--- config.mk ---
export PLATFORM = sky130hd
export DESIGN_NAME = imm_gen_pipe
export DESIGN_NICKNAME = d
export VERILOG_FILES = /design/src/rtl/imm_gen_pkg.sv /design/src/rtl/imm_gen_pipe_decode.sv /design/src/rtl/imm_gen_pipe.sv
export SDC_FILE = /design/constraint.sdc
export NUM_CORES = 1
export LEC_CHECK = 0
export ABC_AREA = 1
export CAP_MARGIN = 20
export CORE_AREA = 8 8 145 147
export CTS_BUF_LIST = sky130_fd_sc_hd__clkbuf_8
export CTS_CLUSTER_DIAMETER = 50
export CTS_CLUSTER_SIZE = 30
export DETAILED_ROUTE_END_ITERATION = 16
export DIE_AREA = 0 0 153 155
export PLACE_DENSITY_LB_ADDON = 0.3
export SETUP_SLACK_MARGIN = 0.15
export SLEW_MARGIN = 20
export SYNTH_ARGS = -nofsm -noshare
export SYNTH_HDL_FRONTEND = slang
export SYNTH_SLANG_ARGS = --single-unit
--- constraint.sdc ---
create_clock -name clk -period 3.8 [get_ports clk]
set_input_delay 0.38 -clock clk [delete_from_list [all_inputs] [get_ports clk]]
set_output_delay 0.38 -clock clk [all_outputs]
set_load 0.01 [all_outputs]
--- src/rtl/imm_gen_pkg.sv ---
// imm_gen_pkg: immediate formats, base-ISA opcodes and the decoded-result record for imm_gen_pipe.
package imm_gen_pkg;

    typedef enum logic [2:0] {
        FMT_NONE, FMT_I, FMT_SH, FMT_S, FMT_B, FMT_U, FMT_J, FMT_Z
    } imm_fmt_e;

    localparam logic [6:0] OPC_LOAD   = 7'b0000011;
    localparam logic [6:0] OPC_OPIMM  = 7'b0010011;
    localparam logic [6:0] OPC_JALR   = 7'b1100111;
    localparam logic [6:0] OPC_STORE  = 7'b0100011;
    localparam logic [6:0] OPC_BRANCH = 7'b1100011;
    localparam logic [6:0] OPC_LUI    = 7'b0110111;
    localparam logic [6:0] OPC_AUIPC  = 7'b0010111;
    localparam logic [6:0] OPC_JAL    = 7'b1101111;
    localparam logic [6:0] OPC_SYSTEM = 7'b1110011;
    localparam logic [6:0] OPC_OP     = 7'b0110011;
    localparam logic [6:0] OPC_FENCE  = 7'b0001111;

    // Sized for the widest XLEN; narrower builds use the low XLEN bits.
    localparam int XLEN_MAX = 64;

    typedef struct packed {
        logic [XLEN_MAX-1:0] imm;
        imm_fmt_e            fmt;
        logic                illegal;
        logic [XLEN_MAX-1:0] target;
    } imm_res_t;

endpackage

--- src/rtl/imm_gen_pipe_decode.sv ---
// imm_decode: combinational immediate extraction, sign/zero extension and target add.
module imm_decode
    import imm_gen_pkg::*;
#(
    parameter int XLEN = 32
) (
    input  logic [31:0]     inst_i,
    input  logic [XLEN-1:0] pc_i,
    output imm_res_t        res_o
);
    logic [6:0]      opc;
    logic [2:0]      f3;
    imm_fmt_e        fmt;
    logic            ill;
    logic [63:0]     imm64;
    logic [XLEN-1:0] imm_x;
    logic [XLEN-1:0] tgt;
    logic            rel;

    assign opc = inst_i[6:0];
    assign f3  = inst_i[14:12];

    always_comb begin
        fmt = FMT_NONE;
        ill = 1'b0;
        if (inst_i[1:0] != 2'b11) ill = 1'b1;
        else case (opc)
            OPC_LOAD, OPC_JALR: fmt = FMT_I;
            OPC_OPIMM:          fmt = (f3 == 3'b001 || f3 == 3'b101) ? FMT_SH : FMT_I;
            OPC_STORE:          fmt = FMT_S;
            OPC_BRANCH:         fmt = FMT_B;
            OPC_LUI, OPC_AUIPC: fmt = FMT_U;
            OPC_JAL:            fmt = FMT_J;
            OPC_SYSTEM:         fmt = (f3 != 3'b000) ? FMT_Z : FMT_NONE;
            OPC_OP, OPC_FENCE:  fmt = FMT_NONE;
            default:            ill = 1'b1;
        endcase
    end

    // Extend to 64 bits once; truncation to XLEN keeps the sign correct.
    always_comb begin
        case (fmt)
            FMT_I:   imm64 = {{52{inst_i[31]}}, inst_i[31:20]};
            FMT_SH:  imm64 = (XLEN == 64) ? {58'b0, inst_i[25:20]} : {59'b0, inst_i[24:20]};
            FMT_S:   imm64 = {{52{inst_i[31]}}, inst_i[31:25], inst_i[11:7]};
            FMT_B:   imm64 = {{51{inst_i[31]}}, inst_i[31], inst_i[7], inst_i[30:25], inst_i[11:8], 1'b0};
            FMT_U:   imm64 = {{32{inst_i[31]}}, inst_i[31:12], 12'b0};
            FMT_J:   imm64 = {{43{inst_i[31]}}, inst_i[31], inst_i[19:12], inst_i[20], inst_i[30:21], 1'b0};
            FMT_Z:   imm64 = {59'b0, inst_i[19:15]};
            default: imm64 = '0;
        endcase
    end

    assign imm_x = imm64[XLEN-1:0];
    assign rel   = (fmt == FMT_B) || (fmt == FMT_J) || (fmt == FMT_U && opc == OPC_AUIPC);
    assign tgt   = pc_i + (rel ? imm_x : XLEN'(4));
    assign res_o = '{imm: imm64, fmt: fmt, illegal: ill, target: 64'(tgt)};

endmodule

--- src/rtl/imm_gen_pipe.sv ---
// imm_gen_pipe: registered RISC-V immediate generator behind a 2-entry skid buffer.
module imm_gen_pipe
    import imm_gen_pkg::*;
#(
    parameter int XLEN = 32
) (
    input  logic            clk,
    input  logic            rst_n,
    input  logic            flush,
    input  logic            in_valid,
    output logic            in_ready,
    input  logic [31:0]     in_inst,
    input  logic [XLEN-1:0] in_pc,
    output logic            out_valid,
    input  logic            out_ready,
    output logic [XLEN-1:0] out_imm,
    output imm_fmt_e        out_fmt,
    output logic            out_illegal,
    output logic [XLEN-1:0] out_target
);
    if (XLEN != 32 && XLEN != 64) begin : g_bad_xlen
        $error("imm_gen_pipe: XLEN must be 32 or 64");
    end

    imm_res_t dec;
    imm_res_t main_q, main_d, skid_q, skid_d;
    logic     main_v_q, main_v_d, skid_v_q, skid_v_d;
    logic     acc, drain;

    imm_decode #(.XLEN(XLEN)) u_dec (
        .inst_i (in_inst),
        .pc_i   (in_pc),
        .res_o  (dec)
    );

    assign acc   = in_valid && !skid_v_q;
    assign drain = main_v_q && out_ready;

    always_comb begin
        main_d   = main_q;
        main_v_d = main_v_q;
        skid_d   = skid_q;
        skid_v_d = skid_v_q;
        if (flush) begin
            main_v_d = 1'b0;
            skid_v_d = 1'b0;
        end else begin
            if (drain) begin
                main_v_d = skid_v_q;
                main_d   = skid_v_q ? skid_q : main_q;
                skid_v_d = 1'b0;
            end
            // acc implies skid empty, so main is the target whenever it frees up this edge.
            if (acc && (!main_v_q || out_ready)) begin
                main_d   = dec;
                main_v_d = 1'b1;
            end else if (acc) begin
                skid_d   = dec;
                skid_v_d = 1'b1;
            end
        end
    end

    always_ff @(posedge clk or negedge rst_n) begin
        if (!rst_n) begin
            main_q   <= '0;
            skid_q   <= '0;
            main_v_q <= 1'b0;
            skid_v_q <= 1'b0;
        end else begin
            main_q   <= main_d;
            skid_q   <= skid_d;
            main_v_q <= main_v_d;
            skid_v_q <= skid_v_d;
        end
    end

    assign in_ready    = !skid_v_q;
    assign out_valid   = main_v_q;
    assign out_imm     = XLEN'(main_q.imm);
    assign out_fmt     = main_q.fmt;
    assign out_illegal = main_q.illegal;
    assign out_target  = XLEN'(main_q.target);

endmodule

==> flow_metrics.env, run 1 <==
export IMPL_r2r_cells=7
export IMPL_yosys_top_cells_area="dfrtp_1 37%, nand2_1 18%, inv_1 7.1%"
export IMPL_layout_drive_gt1_share_pct=12.0
export IMPL_clock_path_buffers=2
export IMPL_area_growth_pct=31.1
export IMPL_diodes=0
export IMPL_async_flop_share_pct=100
export IMPL_grt_pass1_vias=9477
export IMPL_p_leak_nw=6.34
export IMPL_hp_class="in -> reg"
export IMPL_multi_input_area_sq_um=4900
export IMPL_drc=0
export IMPL_htreeDepth=4
export IMPL_root_buffer="clkbuf_8"
export IMPL_hold_viol_final=0
export IMPL_cp_start_kind="input pin"
export IMPL_met2_length_mm=14.7
export IMPL_hpwlAfterDp_mm=24.0
export IMPL_critPathMaxFanout=5
export IMPL_grt_pass1_wl_mm=50.7
export IMPL_ys_warnings_count=0
export IMPL_hold_slack_ps=478
export IMPL_yosys_cell_types_count=38
export IMPL_m1WireLength_mm=13.9
export IMPL_outcome="finished, final reports clean"
export IMPL_powerDensity_nw_per_um2=420
export IMPL_drv_cap=0
export IMPL_first_iter_violations=694
export IMPL_routabilityCongestion=1.01
export IMPL_seq_area_sq_um=3450
export IMPL_port_buffers=138
export IMPL_reg2reg_slack_ps=1640
export IMPL_grt_overflow=0
export IMPL_ios=139
export IMPL_synth_top_area_share_pct=37.5
export IMPL_cts_tree="done"
export IMPL_viasPerCell=5.23
export IMPL_antenna_found_initial=0
export IMPL_r2r_start="out_valid"
export IMPL_critical_path_required_ps=4160
export IMPL_routed_wl_mm=31.5
export IMPL_postRouteAntennaNets=0
export IMPL_cts_clk_slew_worst_paths_ps=100
export IMPL_coreArea_sq_um=19000
export IMPL_cts_sinks=138
export IMPL_wl_per_cell_um=16.9
export IMPL_ys_ff_latch=138
export IMPL_synth_commonest_cells="448 x nand2_1, 175 x inv_1, 138 x dfrtp_1, 130 x nor2_1, 89 x o21ai_0"
export IMPL_maxSlewViolCount=0
export IMPL_max_freq_mhz=294
export IMPL_start_util_pct=48.6
export IMPL_worst_pin_slew_ps=1040
export IMPL_die_area_sq_um=23700
export IMPL_insertion_delay_ps=480
export IMPL_row_count=51
export IMPL_hold_path_depth=3
export IMPL_end_kind="flop"
export IMPL_cts_buffers=17
export IMPL_avgSynthCellArea_sq_um=6.63
export IMPL_worst_ep_arrival_time_ps=3760
export IMPL_synth_area_sq_um=9220
export IMPL_post_route_period_util_pct=89.5
export IMPL_die_height_um=155
export IMPL_r2r_end="skid_q[76]"
export IMPL_fillCellCount=1764
export IMPL_setup_viol=0
export IMPL_max_slew_margin_pct=30.6
export IMPL_synth_edff_count=0
export IMPL_yosysTopAreaCell="dfrtp_1"
export IMPL_worstSetupPathType="in -> reg"
export IMPL_worst_hold_path_endpoint="skid_v_q"
export IMPL_design_power_total_mw=5.08
export IMPL_dr_wl_met3_mm=1.72
export IMPL_drt_pass1_iter_count=8
export IMPL_syn_nets=1491
export IMPL_synthFlopType="dfrtp_1"
export IMPL_peakVddDrop_mv=0.286
export IMPL_gr_usage_all_layers_pct=27.0
export IMPL_syn_inst=1390
export IMPL_skew_ps=18.0
export IMPL_ys_seq_area_share_pct=37.5
export IMPL_die_w_um=153
export IMPL_grt_max_degree=103
export IMPL_route_vias_total=9754
export IMPL_top_layer_used="met4"
export IMPL_rsz0062_at_grt="true"
export IMPL_nNetsFinal=1715
export IMPL_period_minus_slack_ps=3400
export IMPL_yosysMostFrequentCell="nand2_1"
export IMPL_worstHoldStart="in_valid"
==> cells by family after synthesis <==
family,after synthesis,share of synthesized area (%)
flip-flops,138,37.5
other,1,0.0407
AND/OR/NAND/NOR,709,31.7
adder cells (fa/ha/maj),32,4.43
XOR/XNOR,11,1.05
buffers and inverters,238,10.1
AO/OA/AOI/OAI,261,15.2
==> state kept, by name, summed over array words and instances, names as in the netlist <==
name         flops
out_target      32
skid_v_q         1
skid_q          68
out_imm         32
out_fmt          3
out_illegal      1
out_valid        1
==> cell usage in the layout (no fill, tap or decap), types with 5 or more instances in the layout <==
cell type,synthesis,layout
a211oi_1,7,7
a21oi_1,85,80
a21oi_2,0,5
a31oi_1,30,30
buf_4,4,115
clkbuf_8,0,18
clkdlybuf4s50_1,0,137
dfrtp_1,138,138
ha_1,31,29
inv_1,175,175
inv_2,9,9
inv_6,0,5
nand2_1,448,446
nand2_2,4,6
nand3_1,74,69
nand3_2,1,5
nand4_1,18,18
nor2_1,130,128
nor2_2,5,7
nor3_1,18,17
o21a_1,5,5
o21ai_0,89,89
o21ai_1,32,32
xnor2_1,5,5
xor2_1,6,6
==> how the worst max path moves through the flow <==
stage	start	to	slack, ps	cells after the start
after floorplan	in_inst[0]	out_target[18]	950	22
after global placement	in_inst[2]	out_target[12]	-90	21
after detailed placement	in_inst[0]	out_target[12]	-80	20
after CTS	in_inst[2]	skid_q[26]	410	23
after global routing	in_inst[0]	skid_q[31]	150	24
final	in_inst[0]	out_target[18]	400	26
==> where the power goes <==
group	switching [mW]	leakage, nW	internal (mW)	total [mW]
registers	0.244	1.71	1.94	2.19
logic	0.797	4.44	0.829	1.63
clock network	0.700	0.194	0.560	1.26
==> critical path, stage by stage <==
cell	delay, ps
clkdlybuf4s50_1	470
nand2_2	90
nor2_2	210
buf_4	140
nand2_1	100
nand2_1	130
nor2_4	60
buf_4	150
nand4_1	140
nand3_1	150
nand2_1	160
inv_1	90
ha_1	340
nand2_1	60
nand2_1	80
inv_1	40
nand2_1	120
nand2_1	70
nand2_1	90
nand2_1	60
nand2_1	170
nand2_1	90
nand3_1	120
nand3_1	90
nand2_1	100
nand2_1	50
==> per-stage QoR <==
step | instances | util, % | instance area (sq um) | setup TNS [ps] | setup slack (ps)
2_1_floorplan | 1390 | - | 9220 | 0 | 951
3_3_place_gp | 1830 | 61.2 | 11600 | -687 | -85.3
3_5_place_dp | 1830 | 61.2 | 11600 | -455 | -75.2
4_1_cts | 1863 | 63.3 | 12000 | 0 | 412
5_1_grt | 1865 | 63.8 | 12100 | 0 | 150
6_report | 1865 | 63.8 | 12100 | 0 | 401
==> final cells by class <==
| type | instances | share of cell area (%) |
|---|---|---|
| Clock buffer | 18 | 2.05 |
| Clock inverter | 14 | 1.26 |
| Inverter | 185 | 5.75 |
| Multi-Input combinational cell | 1014 | 40.6 |
| Sequential cell | 138 | 28.6 |
| Tap cell | 238 | 2.46 |
| Timing Repair Buffer | 258 | 19.3 |
==> per-layer routing <==
layer	GRT usage (%)	up-vias
met2	44.5	327
met1	34.9	4459
met3	4.49	71
met5	0	-
li1	-	4897
met4	11.2	0
==> what timing repair did <==
item,in CTS,in global routing
endpoints found under the hold margin,32,0
setup endpoints to repair,0,18
hold buffers,1,0
setup buffers,0,2
resized for setup,0,17
Power figures use the tool's default switching activity.
==> run 2, diff against run 1 <==
--- a/config.mk
+++ b/config.mk
@@ -7,12 +7,13 @@
 export LEC_CHECK = 0
 export ABC_AREA = 1
 export CAP_MARGIN = 20
-export CORE_AREA = 8 8 145 147
+export CORE_AREA = 8 8 132 134
 export CTS_BUF_LIST = sky130_fd_sc_hd__clkbuf_8
 export CTS_CLUSTER_DIAMETER = 50
 export CTS_CLUSTER_SIZE = 30
 export DETAILED_ROUTE_END_ITERATION = 16
-export DIE_AREA = 0 0 153 155
+export DIE_AREA = 0 0 140 142
+export GPL_TIMING_DRIVEN = 0
 export PLACE_DENSITY_LB_ADDON = 0.3
 export SETUP_SLACK_MARGIN = 0.15
 export SLEW_MARGIN = 20
==> flow_metrics.env, run 2 (synthesis gave the netlist of run 1 again) <==
export IMPL_outcome="finished, final reports clean"
export IMPL_drv_cap=0
export IMPL_nNetsFinal=1658
export IMPL_die_area_sq_um=19900
export IMPL_viasPerCell=5.91
export IMPL_cts_clk_slew_worst_paths_ps=90
export IMPL_r2r_cells=12
export IMPL_worst_path_most_repeated_cell="nand2_1"
export IMPL_worst_pin_slew_ps=976
export IMPL_cpMaxStageDelayCell="clkdlybuf4s50_1"
export IMPL_routed_wl_mm=34.8
export IMPL_rsz0062_at_grt="true"
export IMPL_area_growth_pct=26.9
export IMPL_peakVddDrop_mv=0.404
export IMPL_switching_share_pct=35.0
export IMPL_drc=0
export IMPL_p_int_mw=3.37
export IMPL_clock_path_buffers=2
export IMPL_final_core_util_pct=75.8
export IMPL_p_comb_share_pct=31.8
export IMPL_hpwlAfterDp_mm=26.5
export IMPL_clockPowerShare_pct=25.7
export IMPL_grt_pass1_vias=9805
export IMPL_critical_path_required_ps=4160
export IMPL_cts_sinks=138
export IMPL_drt_pass1_iter_count=8
export IMPL_post_route_period_util_pct=93.3
export IMPL_max_slew_margin_pct=34.9
export IMPL_root_buffer="clkbuf_8"
export IMPL_cts_tree="done"
export IMPL_cp_cell_sequence="clkdlybuf4s50_1, inv_2, nand2_1, nor2_4, buf_6, nand3b_1, nand2_2, nor2_4, nand4_1, nand4_1, ha_4, inv_1, nand2_1, nand3_1, nand2_1, nand2_1, nand2_2, nand2_1, nand3_1, nand3_1, nand2_1, nand2_1"
export IMPL_place_inst=1721
export IMPL_wl_per_cell_um=19.8
export IMPL_postRouteAntennaNets=0
export IMPL_p_leak_nw=6.06
export IMPL_hp_class="in -> async"
export IMPL_setup_viol=0
export IMPL_skew_ps=10.9
export IMPL_max_freq_mhz=282
export IMPL_route_vias_total=10418
export IMPL_worstSetupPathType="in -> reg"
export IMPL_seq_area_sq_um=3450
export IMPL_layout_commonest_cell="nand2_1"
export IMPL_largest_reg_flops=68
export IMPL_hold_viol_final=0
export IMPL_start_util_pct=59.8
export IMPL_diodes=0
export IMPL_design_area_sq_um=11700
export IMPL_r2r_start="skid_v_q"
export IMPL_layout_drive_gt1_share_pct=10.1
export IMPL_maxSlewViolCount=0
export IMPL_powerDensity_nw_per_um2=443
export IMPL_grt_overflow=0
export IMPL_r2r_end="out_fmt[1]"
export IMPL_coreArea_sq_um=15400
export IMPL_end_kind="flop"
export IMPL_critPathMaxFanout=10
export IMPL_multi_input_area_sq_um=5130
export IMPL_switching_power_mw=1.81
export IMPL_final_cell_mix="436 x nand2_1, 175 x inv_1, 138 x dfrtp_1"
export IMPL_die_height_um=142
export IMPL_port_buffers=138
export IMPL_fillCellCount=1234
export IMPL_first_iter_violations=1301
export IMPL_instances_no_fill=1762
export IMPL_worst_ep_arrival_time_ps=3910
export IMPL_htreeDepth=4
export IMPL_seqPwrFrac_pct=42.5
export IMPL_insertion_delay_ps=480
export IMPL_antenna_found_initial=0
export IMPL_grt_pass1_wl_mm=53.2
export IMPL_max_flop_register="skid_q"
export IMPL_routabilityCongestion=1.01
export IMPL_ios=139
export IMPL_reg2reg_slack_ps=1210
export IMPL_max_stage_delay_ps=460
export IMPL_row_count=46
export IMPL_gr_usage_all_layers_pct=34.7
export IMPL_grt_max_degree=94
export IMPL_period_minus_slack_ps=3540
export IMPL_cts_buffers=17
export IMPL_cp_start_kind="input pin"
export IMPL_place_area_sq_um=10900
export IMPL_die_w_um=140
==> run 2: cell types whose count changed in the layout (fill, tap and decap cells not counted), moves of 4 or more <==
cell and change:
buf_4 -102, nand2_2 +9, nor2_1 -4, a21oi_2 +13, buf_12 -4, nand3_1 -6, buf_1 +5, ha_1 -5
clkbuf_1 +22, nand3_2 +6, buf_2 +18, nand2_1 -10, a21oi_1 -14
==> run 2: timing repair <==
item,4_1_cts,5_1_grt
pin swaps,1,5
setup endpoints to repair,8,45
setup buffers,3,5
hold buffers,1,0
endpoints found under the hold margin,45,0
resized for setup,5,79
==> run 2: worst max path at each step <==
stage / start / to / slack (ps) / depth (start not counted)
2_1_floorplan: in_inst[0] / out_target[18] / 950 / 22
3_3_place_gp: rst_n / out_imm[12] / -3140 / 1
3_5_place_dp: in_inst[6] / out_target[30] / -510 / 18
4_1_cts: in_inst[3] / out_target[30] / 170 / 20
5_1_grt: in_inst[3] / out_target[17] / 70 / 22
6_report: in_inst[3] / out_target[17] / 260 / 22
==> run 2: power groups by stage <==
stage	Combinational (mW)	Clock [mW]	Sequential [mW]
3_3_place_gp	1.57	0	2.20
5_1_grt	1.81	1.40	2.25
4_1_cts	1.63	1.33	2.20
6_report	1.65	1.33	2.20
2_1_floorplan	0.656	0	2.29
3_5_place_dp	1.62	0	2.22
==> run 2: routing by layer <==
layer	share of wire (%)	track usage, %	up-vias
li1	-	-	4792
met2	45	54.5	684
met1	38	43.3	4808
met4	5.9	21.1	0
met3	11	7.72	134
met5	0	0	-
==> run 2: critical path: cells and delay by family <==
kind | cells | cell delay [ps]
and+or+nand+nor | 17 | 2290
adders and majority gates | 1 | 440
buffers and inverters | 4 | 780
==> run 2: cell type report <==
| type | instances | area share (%) |
|---|---|---|
| sequential | 138 | 29.5 |
| clock inverter | 15 | 1.71 |
| buffer | 53 | 2.14 |
| timing repair buffer | 148 | 12.7 |
| multi-input combinational | 1014 | 43.9 |
| tap | 192 | 2.05 |
| clock buffer | 17 | 2.00 |
| inverter | 185 | 5.97 |
==> run 2: stage by stage <==
step / total power [mW] / hold slack, ps / setup slack, ps / TNS (ps)
2_1_floorplan: 2.94 / 84.4 / 951 / 0
3_3_place_gp: 3.77 / 456 / -3140 / -439010
3_5_place_dp: 3.84 / 297 / -512 / -10160
4_1_cts: 5.15 / 389 / 172 / 0
5_1_grt: 5.46 / 414 / 66.6 / 0
6_report: 5.19 / 384 / 256 / 0
